File: config.mk
export PLATFORM = sky130hd
export DESIGN_NAME = pwm_capture
export DESIGN_NICKNAME = d
export VERILOG_FILES = /design/src/rtl/pwm_capture.sv
export SDC_FILE = /design/constraint.sdc
export NUM_CORES = 1
export LEC_CHECK = 0
export BUFFER_PORTS_ARGS = -buffer_cell sky130_fd_sc_hd__buf_2
export CORE_UTILIZATION = 63
export CTS_BUF_LIST = sky130_fd_sc_hd__clkbuf_4
export DETAILED_ROUTE_END_ITERATION = 6
export PLACE_DENSITY = 0.87
export SETUP_SLACK_MARGIN = 0.4
export SLEW_MARGIN = 5
export SYNTH_ARGS = -nofsm -noshare
export SYNTH_HDL_FRONTEND = slang
export SYNTH_SLANG_ARGS = --single-unit
File: constraint.sdc
create_clock -name clk_i -period 6.1 [get_ports clk_i]
set_clock_uncertainty 0.15 [all_clocks]
set_input_delay 0.305 -clock clk_i [delete_from_list [all_inputs] [get_ports clk_i]]
set_output_delay 0.305 -clock clk_i [all_outputs]
set_load 0.02 [all_outputs]
File: src/rtl/pwm_capture.sv
// pwm_capture: measures PWM period and high time in enabled clock cycles.
// One result per period (or per stuck timeout) with a one-cycle strobe.
module pwm_capture #(
  parameter int CNT_BITWIDTH = 9,
  parameter int SYNC_STAGES  = 2
) (
  input  logic                    clk_i,
  input  logic                    rstn_i,
  input  logic                    clk_en_i,
  input  logic                    pwm_i,
  input  logic [CNT_BITWIDTH-1:0] timeout_i,
  output logic [CNT_BITWIDTH-1:0] periodCount_o,
  output logic [CNT_BITWIDTH-1:0] highCount_o,
  output logic                    dataVaild_STRB_o,
  output logic                    stuckLow_o,
  output logic                    stuckHigh_o
);

  localparam logic [CNT_BITWIDTH-1:0] ONE     = CNT_BITWIDTH'(1);
  localparam logic [CNT_BITWIDTH-1:0] CNT_MAX = '1;

  typedef enum logic {IDLE = 1'b0, MEASURE = 1'b1} state_t;

  state_t                  state, state_nxt;
  logic [SYNC_STAGES-1:0]  sync_q;
  logic                    pwm_s, pwm_prev;
  logic                    rise, tmo;
  logic [CNT_BITWIDTH-1:0] cnt, hcnt, cnt_nxt, hcnt_nxt, cnt_inc, hcnt_inc;
  logic                    rpt_edge, rpt_to;
  logic                    strb_pend;

  assign pwm_s    = sync_q[SYNC_STAGES-1];
  assign rise     = clk_en_i & pwm_s & ~pwm_prev;
  // An edge in the same cycle as the timeout wins.
  assign tmo      = clk_en_i & ~rise & (timeout_i != '0) & (cnt == timeout_i);
  assign cnt_inc  = (cnt  == CNT_MAX) ? cnt  : cnt  + ONE;
  assign hcnt_inc = (hcnt == CNT_MAX) ? hcnt : hcnt + ONE;

  // Synchronizer chain on the asynchronous PWM input, runs every clock.
  always_ff @(posedge clk_i) begin
    if (!rstn_i) sync_q <= '0;
    else         sync_q <= {sync_q[SYNC_STAGES-2:0], pwm_i};
  end

  // FSM state register.
  always_ff @(posedge clk_i) begin
    if (!rstn_i) state <= IDLE;
    else         state <= state_nxt;
  end

  // Next state, counter updates and result-load decisions.
  always_comb begin
    state_nxt = state;
    cnt_nxt   = cnt;
    hcnt_nxt  = hcnt;
    rpt_edge  = 1'b0;
    rpt_to    = 1'b0;
    if (clk_en_i) begin
      cnt_nxt  = cnt_inc;
      hcnt_nxt = pwm_s ? hcnt_inc : hcnt;
      if (rise) begin
        cnt_nxt   = ONE;
        hcnt_nxt  = ONE;
        rpt_edge  = (state == MEASURE);
        state_nxt = MEASURE;
      end else if (tmo) begin
        cnt_nxt   = ONE;
        hcnt_nxt  = CNT_BITWIDTH'(pwm_s);
        rpt_to    = 1'b1;
        state_nxt = IDLE;
      end
    end
  end

  // Counters, edge reference, result registers and strobe pending flag.
  always_ff @(posedge clk_i) begin
    if (!rstn_i) begin
      pwm_prev      <= 1'b0;
      cnt           <= '0;
      hcnt          <= '0;
      periodCount_o <= '0;
      highCount_o   <= '0;
      stuckLow_o    <= 1'b0;
      stuckHigh_o   <= 1'b0;
      strb_pend     <= 1'b0;
    end else begin
      if (clk_en_i) pwm_prev <= pwm_s;
      cnt  <= cnt_nxt;
      hcnt <= hcnt_nxt;
      // Pending survives disabled cycles so the strobe only shows when enabled.
      strb_pend <= (strb_pend & ~clk_en_i) | rpt_edge | rpt_to;
      if (rpt_edge) begin
        periodCount_o <= cnt;
        highCount_o   <= hcnt;
        stuckLow_o    <= 1'b0;
        stuckHigh_o   <= 1'b0;
      end else if (rpt_to) begin
        periodCount_o <= timeout_i;
        highCount_o   <= pwm_s ? timeout_i : '0;
        stuckLow_o    <= ~pwm_s;
        stuckHigh_o   <= pwm_s;
      end
    end
  end

  // With the enable held high this is just the registered pulse; when the
  // enable drops, the pulse waits for the next enabled cycle.
  assign dataVaild_STRB_o = strb_pend & clk_en_i;

endmodule

==> results by group, run 1 <==
GRT
  – Total gr overflow: 0
  – Largest net degree at the start of global routing: 38
  – Global-route wire length before repair: 9520 um
  – Initial antenna violation count: 0
  – GRT Util Overall: 30.7%
  – Vias in the first global route: 1957

Placed design
  – Routability congestion estimate: 0.841
  – HPWL after DPL: 3830 um
  – PortBufs: 33
  – Placement Setup Slack: 3.40 ns
  – DP Area: 2490 um2

Clocking
  – Post-CTS sizing: 0
  – CTS HTree Levels: 2
  – Clk sinks: 43
  – Clock-pin slew on the worst setup and hold paths: 0.13 ns
  – Clock Tree Buf Depth: 2
  – Cts bufs inserted: 5
  – Post-CTS Setup Repair Bufs: 0
  – CTS tree: yes
  – CTS Hold Bufs: 1
  – Insertion delay to the later sink of the worst-skew pair: 0.37 ns
  – Root buf cell: clkbuf_4

Yosys
  – Synth Instances: 271
  – Yosys cell types: 50
  – EDFF count, synth: 0
  – Seq/Total Area, Yosys: 36.7%
  – Yosys Warn Count: 0
  – Synth Area in Compound Gates: 23.2%
  – Adder-cell area share of the yosys netlist: 2.13%
  – Largest family of logic cells by synthesized area: compound AO/OA/AOI/OAI gates
  – Asr flop ratio synth: 0%
  – Mapped Area: 2350 um2
  – #FFs+latches synth: 43
  – Ys flop type: dfxtp_1
  – Post-synthesis simple-gate area fraction: 22.4%
  – Post-Syn Area per Cell: 8.66 um2
  – Syn Nets: 288
  – Post-synthesis xor/xnor area fraction: 3.36%
  – Post-synthesis mux area share: 6.50%

STA
  – Period utilisation layout: 45.1%
  – Final worst slack: 3.35 ns
  – Final hold slack: 0.0941 ns
  – Min Tclk post-route: 2.75 ns
  – Fmax: 364 MHz
  – Setup TNS Final: 0 ns
  – Final Hold Fails: 0
  – Max Slew Vio Count: 0
  – RSZ-0062 raised after global routing: no
  – Final setup viols: 0
  – Relative slew slack: 25.4%
  – Slew @ Worst Pin: 1.12 ns

Worst setup path
  – Flop2flop setup slack: 3.35 ns
  – Worst Path Required: 6.24 ns
  – Worst path cell trace: ha_1 -> nand3_1 -> or2_2 -> nor2_1 -> ha_1 -> and4b_1 -> nand3_1 -> nor2_1 -> or4_1 -> o211ai_1
  – Crit Path Class: flip-flop to flip-flop
  – Arr. time, crit path: 2.89 ns
  – Worst Setup End Kind: flip-flop
  – Buf+Inv Stages, Crit Path: 0
  – Cell family with most CP delay: simple AND/OR/NAND/NOR gates
  – Startpoint types: flip-flop
  – Worst path slowest cell: dfxtp_1
  – CP Max Fanout: 8
  – Max incr delay on CP: 0.48 ns

Floorplan
  – Placement Rows: 21
  – Die Ht: 63.0 um
  – DIE WIDTH: 63.0 um
  – Initial Utilization: 68.2%
  – Top Ports: 34
  – Die area: 3970 um2
  – Floorplan Core Area: 3440 um2

Drt
  – Vias per std cell: 6.38
  – First-pass DRT Iterations: 4
  – Drt total wl: 5710 um
  – Vias: 2174
  – DR DRC count: 0
  – Initial DRC count: 192
  – Antenna Violating Nets Remaining: 0
  – Avg WL per Cell: 16.7 um

Final layout
  – Synth-to-Final Area Change: 8.80%
  – Most frequent cells in the layout: dfxtp_1 (43), buf_2 (33), nand2_1 (27)
  – Final #Nets: 311
  – Most common cell after layout, fill and taps aside: dfxtp_1
  – Layout cell share with drive strength beyond 1: 17.6%
  – Ant. Diodes: 0
  – Final Cell Area: 2550 um2

Pwr
  – P per Cell Area: 186 nW/um2
  – P_leak: 0.000969 uW
  – Worst vdd ir: 0.141 mV

Min path
  – Worst Hold Class: input pin to flip-flop

Run
  – Max-cap check violation count: 0

Outcome
  – Run status: complete, no violations
==> path summary, 6_finish.rpt <==
check	startpoint	end	cells after the start
worst max-delay path	cnt[1]	cnt[7]	10
worst min-delay path	timeout_i[6]	highCount_o[6]	3
worst max register to register	cnt[1]	cnt[7]	10
worst min register to register	sync_q[0]	sync_q[1]	1
==> cells by family (layout without fill, tap and decap cells) <==
group	Yosys count	count (layout)
and+or+nand+nor	93	93
AOI/OAI and AO/OA	78	78
DFF	43	43
buffers and inverters	29	53
muxes	15	15
xor gates and xnor gates	9	9
adders and majority gates	4	4
==> per-stage QoR <==
stage	util [%]	instances	power (uW)
3_3_place_gp	72.2	332	334
4_1_cts	74.2	341	475
6_report	74.2	341	476
3_5_place_dp	72.2	332	335
5_1_grt	74.2	341	493
2_1_floorplan	-	271	321
==> worst min-delay path, cell delays in order <==
cell and delay, ns:
buf_2 0.13, nand4_1 0.08, a21oi_1 0.06
==> per-layer routing <==
layer	routed length, um	share of wire [%]	track usage, %
met1	2520	44	39.9
met2	2710	48	48.1
met3	305	5.3	7.30
met4	170	3.0	13.4
met5	0	0	0
==> cells in the mapped netlist, types with 4 or more instances <==
library cell | instances | share of area [%]
ha_1 | 4 | 2.1
and3_1 | 4 | 1.1
nand3_1 | 8 | 1.7
a21oi_1 | 21 | 4.5
xnor2_1 | 9 | 3.4
clkbuf_1 | 11 | 1.8
o21ai_0 | 13 | 2.8
a32oi_1 | 4 | 1.5
o211ai_1 | 5 | 1.6
nor2_1 | 8 | 1.3
o22ai_1 | 4 | 1.1
o21a_1 | 4 | 1.3
mux2i_1 | 13 | 5.5
buf_2 | 4 | 0.85
and2_1 | 5 | 1.3
or4_1 | 6 | 1.9
a2bb2oi_1 | 11 | 4.1
nand4_1 | 11 | 2.9
dfxtp_1 | 43 | 37
nand4b_1 | 4 | 1.5
nand2_1 | 27 | 4.3
inv_1 | 8 | 1.3
==> final cells by class <==
cell class | instances | area [um2]
timing repair buffer | 36 | 190
fill | 259 | 888
inverter | 9 | 33.8
clock buffer | 6 | 45.0
sequential | 43 | 861
clock inverter | 2 | 12.5
multi-input combinational | 199 | 1350
tap | 46 | 57.6
==> sequential cells by signal (all words and copies together), names as in the netlist <==
register,flops
sync_q,2
periodCount_o,9
stuckLow_o,1
cnt,9
stuckHigh_o,1
strb_pend,1
pwm_prev,1
highCount_o,9
state,1
hcnt,9
==> power breakdown <==
part	switching, uW	total, uW	internal (uW)
logic	24.9	39.0	14.1
registers	6.28	291	285
clock network	96.6	146	49.0
total	128	476	348
(Power assumes the default switching activity.)
==> inputs of run 2 (changes only) <==
Settings changed: ABC_AREA set to 1, CORE_UTILIZATION 63 to 54, PLACE_DENSITY 0.87 to 0.79.
Clock period 6.1 ns to 2.35 ns, I/O delays scaled along.
==> results by group, run 2 <==
Final layout
  – Non-Filler Instances: 499
  – Area of the multi-input gates: 1590 um2
  – Most common cell after layout, fill and taps aside: nand2_1
  – Ant. Diodes: 0
  – Synth-to-Final Area Change: 38.4%
  – Most frequent cells in the layout: nand2_1 (87), nand3_1 (50), buf_4 (43)
  – Final #Nets: 464
  – Sequential cell area: 878 um2
  – Number of fill cells: 299
  – Layout cell share with drive strength beyond 1: 34.9%

Placed design
  – PortBufs: 33
  – HPWL after DPL: 4300 um
  – Placed cells: 445
  – Placement Setup Slack: 0.0940 ns
  – Routability congestion estimate: 0.932

Worst setup path
  – Worst path slowest cell: dfxtp_2
  – Worst Setup End Kind: flip-flop
  – Worst Path Required: 2.49 ns
  – Most frequent cell on the critical path: nand2_1
  – Startpoint types: flip-flop
  – Max incr delay on CP: 0.38 ns
  – Crit Path Class: flip-flop to flip-flop
  – Flop2flop setup slack: 0.26 ns
  – Critical R2R Launch: cnt[0]
  – Worst reg2reg path depth: 14
  – Worst R2R End: hcnt[1]
  – Arr. time, crit path: 2.22 ns
  – CP Max Fanout: 6
  – Worst path cell trace: buf_4 -> inv_1 -> nand2_1 -> nand2_1 -> nor2_1 -> nand2_1 -> nor2_4 -> nand2_8 -> a21oi_4 -> buf_6 -> nand2_8 -> clkinv_8 -> nor2_4 -> nor2_2

Min path
  – Hold wc startpoint: timeout_i[7]
  – Number of cells on the worst hold path: 5
  – Hold endpoint: highCount_o[7]
  – Worst Hold Class: input pin to flip-flop

Yosys
  – #FFs+latches synth: 43
  – Area contributors post-synth: dfxtp_1 (35%), nand2_1 (14%), nand3_1 (12%), a21oi_1 (7.0%), inv_1 (5.5%)
  – Asr flop ratio synth: 0%
  – Post-Syn Area per Cell: 6.59 um2
  – Ys flop type: dfxtp_1
  – Count leader, synth: nand2_1
  – Syn Nets: 388
  – Synth top cells by count: nand2_1 (93), nand3_1 (60), dfxtp_1 (43)
  – Yosys top cell area share: 35.2%
  – Yosys Warn Count: 0
  – Mapped Area: 2440 um2
  – Synth Instances: 371
  – Cell taking the most area after synthesis: dfxtp_1
  – Seq/Total Area, Yosys: 35.2%
  – Yosys cell types: 27
  – EDFF count, synth: 0

GRT
  – Total gr overflow: 0
  – Initial antenna violation count: 0
  – Vias in the first global route: 2542
  – Largest net degree at the start of global routing: 35
  – Global-route wire length before repair: 11400 um
  – GRT Util Overall: 29.3%

Outcome
  – Run status: complete, but fails checks
  – Failing checks: design-rule violations

Floorplan
  – Die Ht: 69.3 um
  – Top Ports: 34
  – Initial Utilization: 56.1%
  – Die area: 4800 um2
  – Placement Rows: 24
  – DIE WIDTH: 69.3 um
  – Floorplan Core Area: 4350 um2

Drt
  – Vias per std cell: 6.01
  – Antenna Violating Nets Remaining: 0
  – DR DRC count: 2
  – Initial DRC count: 384
  – First-pass DRT Iterations: 7
  – Avg WL per Cell: 16.3 um
  – Drt total wl: 8130 um
  – Vias: 2997

STA
  – Slew @ Worst Pin: 0.675 ns
  – Relative slew slack: 55.0%
  – Fmax: 479 MHz
  – Max Slew Vio Count: 0
  – RSZ-0062 raised after global routing: yes
  – Min Tclk post-route: 2.09 ns
  – Period utilisation layout: 88.8%
  – Final Hold Fails: 0
  – Setup TNS Final: 0 ns
  – Final hold slack: 0.0655 ns
  – Final setup viols: 0
  – Final worst slack: 0.263 ns

Pwr
  – P per Cell Area: 425 nW/um2
  – P_leak: 0.00158 uW
  – Worst vdd ir: 0.315 mV

Clocking
  – Insertion delay to the later sink of the worst-skew pair: 0.35 ns
  – Root buf cell: clkbuf_4
  – Cts bufs inserted: 5
  – CTS HTree Levels: 2
  – CTS tree: yes
  – Clock-pin slew on the worst setup and hold paths: 0.14 ns
  – Clk sinks: 43
  – Clock Tree Buf Depth: 2

Run
  – Max-cap check violation count: 0
==> run 2: cell count changes after synthesis, moves of 13 or more <==
| cell | previous run | this run |
|---|---|---|
| nand2_1 | 27 | 93 |
| a21oi_1 | 21 | 34 |
| nand3_1 | 8 | 60 |
| mux2i_1 | 13 | 0 |
| nor2_1 | 8 | 30 |
| inv_1 | 8 | 36 |
==> run 2: power by group <==
group / switching (uW) / total [uW] / internal [uW]
clock: 243 / 474 / 231
sequential: 18.0 / 761 / 743
combinational: 127 / 201 / 74.1
total: 388 / 1440 / 1050
==> run 2: layout make-up <==
type / count / share of cell area, %
tap: 52 / 1.92
clock inverter: 1 / 0.888
clock buffer: 6 / 1.33
inverter: 40 / 4.81
timing repair buffer: 86 / 18.1
multi-input combinational: 271 / 47.0
sequential: 43 / 26.0
==> run 2: worst max-delay path, delay by kind of cell, from the launching register on <==
| family | cells | cell delay, ns |
|---|---|---|
| flops | 1 | 0.38 |
| compound gates | 1 | 0.19 |
| simple gates | 9 | 0.89 |
| buf+inv | 4 | 0.40 |
==> run 2: how the worst max path moves through the flow <==
stage / startpoint / end / slack [ns]
2_1_floorplan: hcnt[0] / hcnt[1] / 0.40
3_3_place_gp: cnt[1] / cnt[0] / 0.20
3_5_place_dp: cnt[1] / cnt[0] / 0.09
4_1_cts: cnt[1] / cnt[4] / 0.35
5_1_grt: cnt[0] / cnt[6] / 0.22
6_report: cnt[0] / hcnt[1] / 0.26
==> run 2: per-layer routing <==
layer | vias up | GRT usage (%) | part of all wire, %
li1 | 1368 | - | -
met1 | 1348 | 37.9 | 38
met5 | - | 0 | 0
met3 | 56 | 4.80 | 9.9
met2 | 225 | 48.8 | 46
met4 | 0 | 11.6 | 5.1
==> run 2: kinds of logic after synthesis <==
logic type               synth area share [%]
AND/OR/NAND/NOR                          38.8
flip-flops                               35.2
buffers and inverters                    11.0
XOR/XNOR                                 1.08
AO/OA/AOI/OAI                            11.9
adder cells (fa/ha/maj)                  2.05
==> run 2: timing repair <==
item,4_1_cts,5_1_grt
setup buffers,26,16
hold buffers,2,0
endpoints found under the setup margin,37,38
resized for setup,40,38
pin swaps,12,25
hold endpoints to repair,2,0
gates cloned,0,3
==> run 2: stage by stage <==
step           total power, uW  util (%)  cell area, um2
2_1_floorplan              876         -            2440
3_3_place_gp               921      60.4            2630
3_5_place_dp               920      60.4            2630
4_1_cts                   1410      70.9            3090
5_1_grt                   1480      77.7            3380
6_report                  1440      77.7            3380
==> inputs of run 3 (changes only) <==
Settings changed: MAX_ROUTING_LAYER set to met4.
==> results by group, run 3 (same netlist as run 2, synthesis figures left out) <==
Worst setup path
  – Worst Setup End Kind: flip-flop
  – Max incr delay on CP: 0.38 ns
  – Worst reg2reg path depth: 11
  – Flop2flop setup slack: 0.38 ns
  – Worst path slowest cell: dfxtp_2
  – Critical R2R Launch: hcnt[1]
  – Arr. time, crit path: 2.08 ns
  – Worst R2R End: hcnt[7]
  – Startpoint types: flip-flop
  – Worst Path Required: 2.46 ns
  – CP Max Fanout: 6
  – Crit Path Class: flip-flop to flip-flop
  – Worst path cell trace: ha_4 -> nand3_4 -> nor3_4 -> nand2_2 -> nor2_4 -> ha_4 -> nand3_4 -> nand2_4 -> nand2_1 -> nand2_1 -> nor2_2

Min path
  – Hold wc startpoint: timeout_i[6]
  – Worst Hold Class: input pin to flip-flop
  – Number of cells on the worst hold path: 5
  – Hold endpoint: highCount_o[6]

Floorplan
  – Initial Utilization: 56.1%
  – DIE WIDTH: 69.3 um
  – Die Ht: 69.3 um
  – Die area: 4800 um2
  – Top Ports: 34
  – Placement Rows: 24
  – Floorplan Core Area: 4350 um2

Run
  – Max-cap check violation count: 0

Clocking
  – Clock Tree Buf Depth: 2
  – Cts bufs inserted: 5
  – Root buf cell: clkbuf_4
  – CTS tree: yes
  – Clock-pin slew on the worst setup and hold paths: 0.14 ns
  – Insertion delay to the later sink of the worst-skew pair: 0.36 ns
  – Clk sinks: 43
  – CTS HTree Levels: 2

STA
  – Setup TNS Final: 0 ns
  – Min Tclk post-route: 1.97 ns
  – Final worst slack: 0.383 ns
  – Final setup viols: 0
  – Max Slew Vio Count: 0
  – Fmax: 509 MHz
  – Slew @ Worst Pin: 0.669 ns
  – RSZ-0062 raised after global routing: yes
  – Final Hold Fails: 0
  – Relative slew slack: 55.4%
  – Period utilisation layout: 83.7%

Final layout
  – Final #Nets: 451
  – Most frequent cells in the layout: nand2_1 (87), nand3_1 (52), inv_1 (34)
  – Number of fill cells: 309
  – Sequential cell area: 880 um2
  – Final Util: 75.1%
  – Ant. Diodes: 0
  – Synth-to-Final Area Change: 33.8%
  – Area of the multi-input gates: 1530 um2
  – Layout cell share with drive strength beyond 1: 33.8%
  – Non-Filler Instances: 487
  – Most common cell after layout, fill and taps aside: nand2_1

Pwr
  – P_leak: 0.00151 uW
  – P per Cell Area: 469 nW/um2
  – Worst vdd ir: 0.359 mV

GRT
  – Global-route wire length before repair: 11000 um
  – Initial antenna violation count: 0
  – Vias in the first global route: 2315
  – Total gr overflow: 0
  – Largest net degree at the start of global routing: 46
  – GRT Util Overall: 29.3%

Placed design
  – Placement Setup Slack: 0.226 ns
  – Placed cells: 444
  – PortBufs: 33
  – Routability congestion estimate: 0.925
  – HPWL after DPL: 4220 um

Drt
  – Drt total wl: 7170 um
  – First-pass DRT Iterations: 5
  – Vias: 2720
  – Vias per std cell: 5.59
  – Initial DRC count: 282
  – DR DRC count: 0
  – Avg WL per Cell: 14.7 um
  – Antenna Violating Nets Remaining: 0

Outcome
  – Run status: complete, no violations
run 3: changes by cell type in the layout (fill, tap and decap cells not counted), moves of 2 or more:
cell and delta:
a21oi_1 +3, a21oi_2 -3, buf_4 -11, nand2_8 -3
nand3_1 +2, nor2_1 -5, nor2_2 +8, nor2_4 -3
run 3: per-layer routing:
| layer | wire (um) | global-route usage (%) |
|---|---|---|
| met1 | 3140 | 38.4 |
| met2 | 3360 | 46.3 |
| met3 | 469 | 4.51 |
| met4 | 201 | 9.30 |
| met5 | 0 | - |
run 3: how the worst max path moves through the flow:
stage	from	end	depth (start not counted)
after global routing	hcnt[1]	hcnt[7]	11
final	hcnt[1]	hcnt[7]	11
after global placement	cnt[1]	cnt[0]	13
after CTS	cnt[1]	cnt[4]	13
after floorplan	hcnt[0]	hcnt[1]	11
after detailed placement	hcnt[0]	hcnt[4]	11
run 3: power by group:
| group | switching [uW] | internal (uW) |
|---|---|---|
| registers | 16.7 | 743 |
| logic | 117 | 71.1 |
| clock network | 255 | 331 |
| total | 388 | 1140 |
run 3: area by class of cell:
type | count | share of cell area (%)
Clock inverter | 3 | 2.07
Inverter | 40 | 4.82
Timing Repair Buffer | 75 | 16.4
Multi-Input combinational cell | 269 | 46.7
Tap cell | 52 | 1.99
Sequential cell | 43 | 26.9
Clock buffer | 5 | 1.15
run 3: per-stage QoR:
stage               power, uW  cell area, um2  hold WS, ns
finish                   1530            3270       0.0273
global route             1600            3270       0.0409
CTS                      1520            3040      0.00554
detailed placement        918            2620        0.153
global placement          916            2620        0.146
floorplan                 876            2440       0.0651
run 3: critical path, delay by kind of cell, from the launching register on:
family	cells	cell delay, ns
and+or+nand+nor	9	1.02
DFF	1	0.38
adders and majority gates	2	0.31
run 3: timing repair:
| item | in CTS | in global routing |
|---|---|---|
| hold endpoints to repair | 2 | 0 |
| pin swaps | 10 | 13 |
| cloned | 1 | 0 |
| hold buffers | 2 | 0 |
| resized for setup | 30 | 44 |
| endpoints found under the setup margin | 37 | 38 |
| buffers inserted | 22 | 10 |
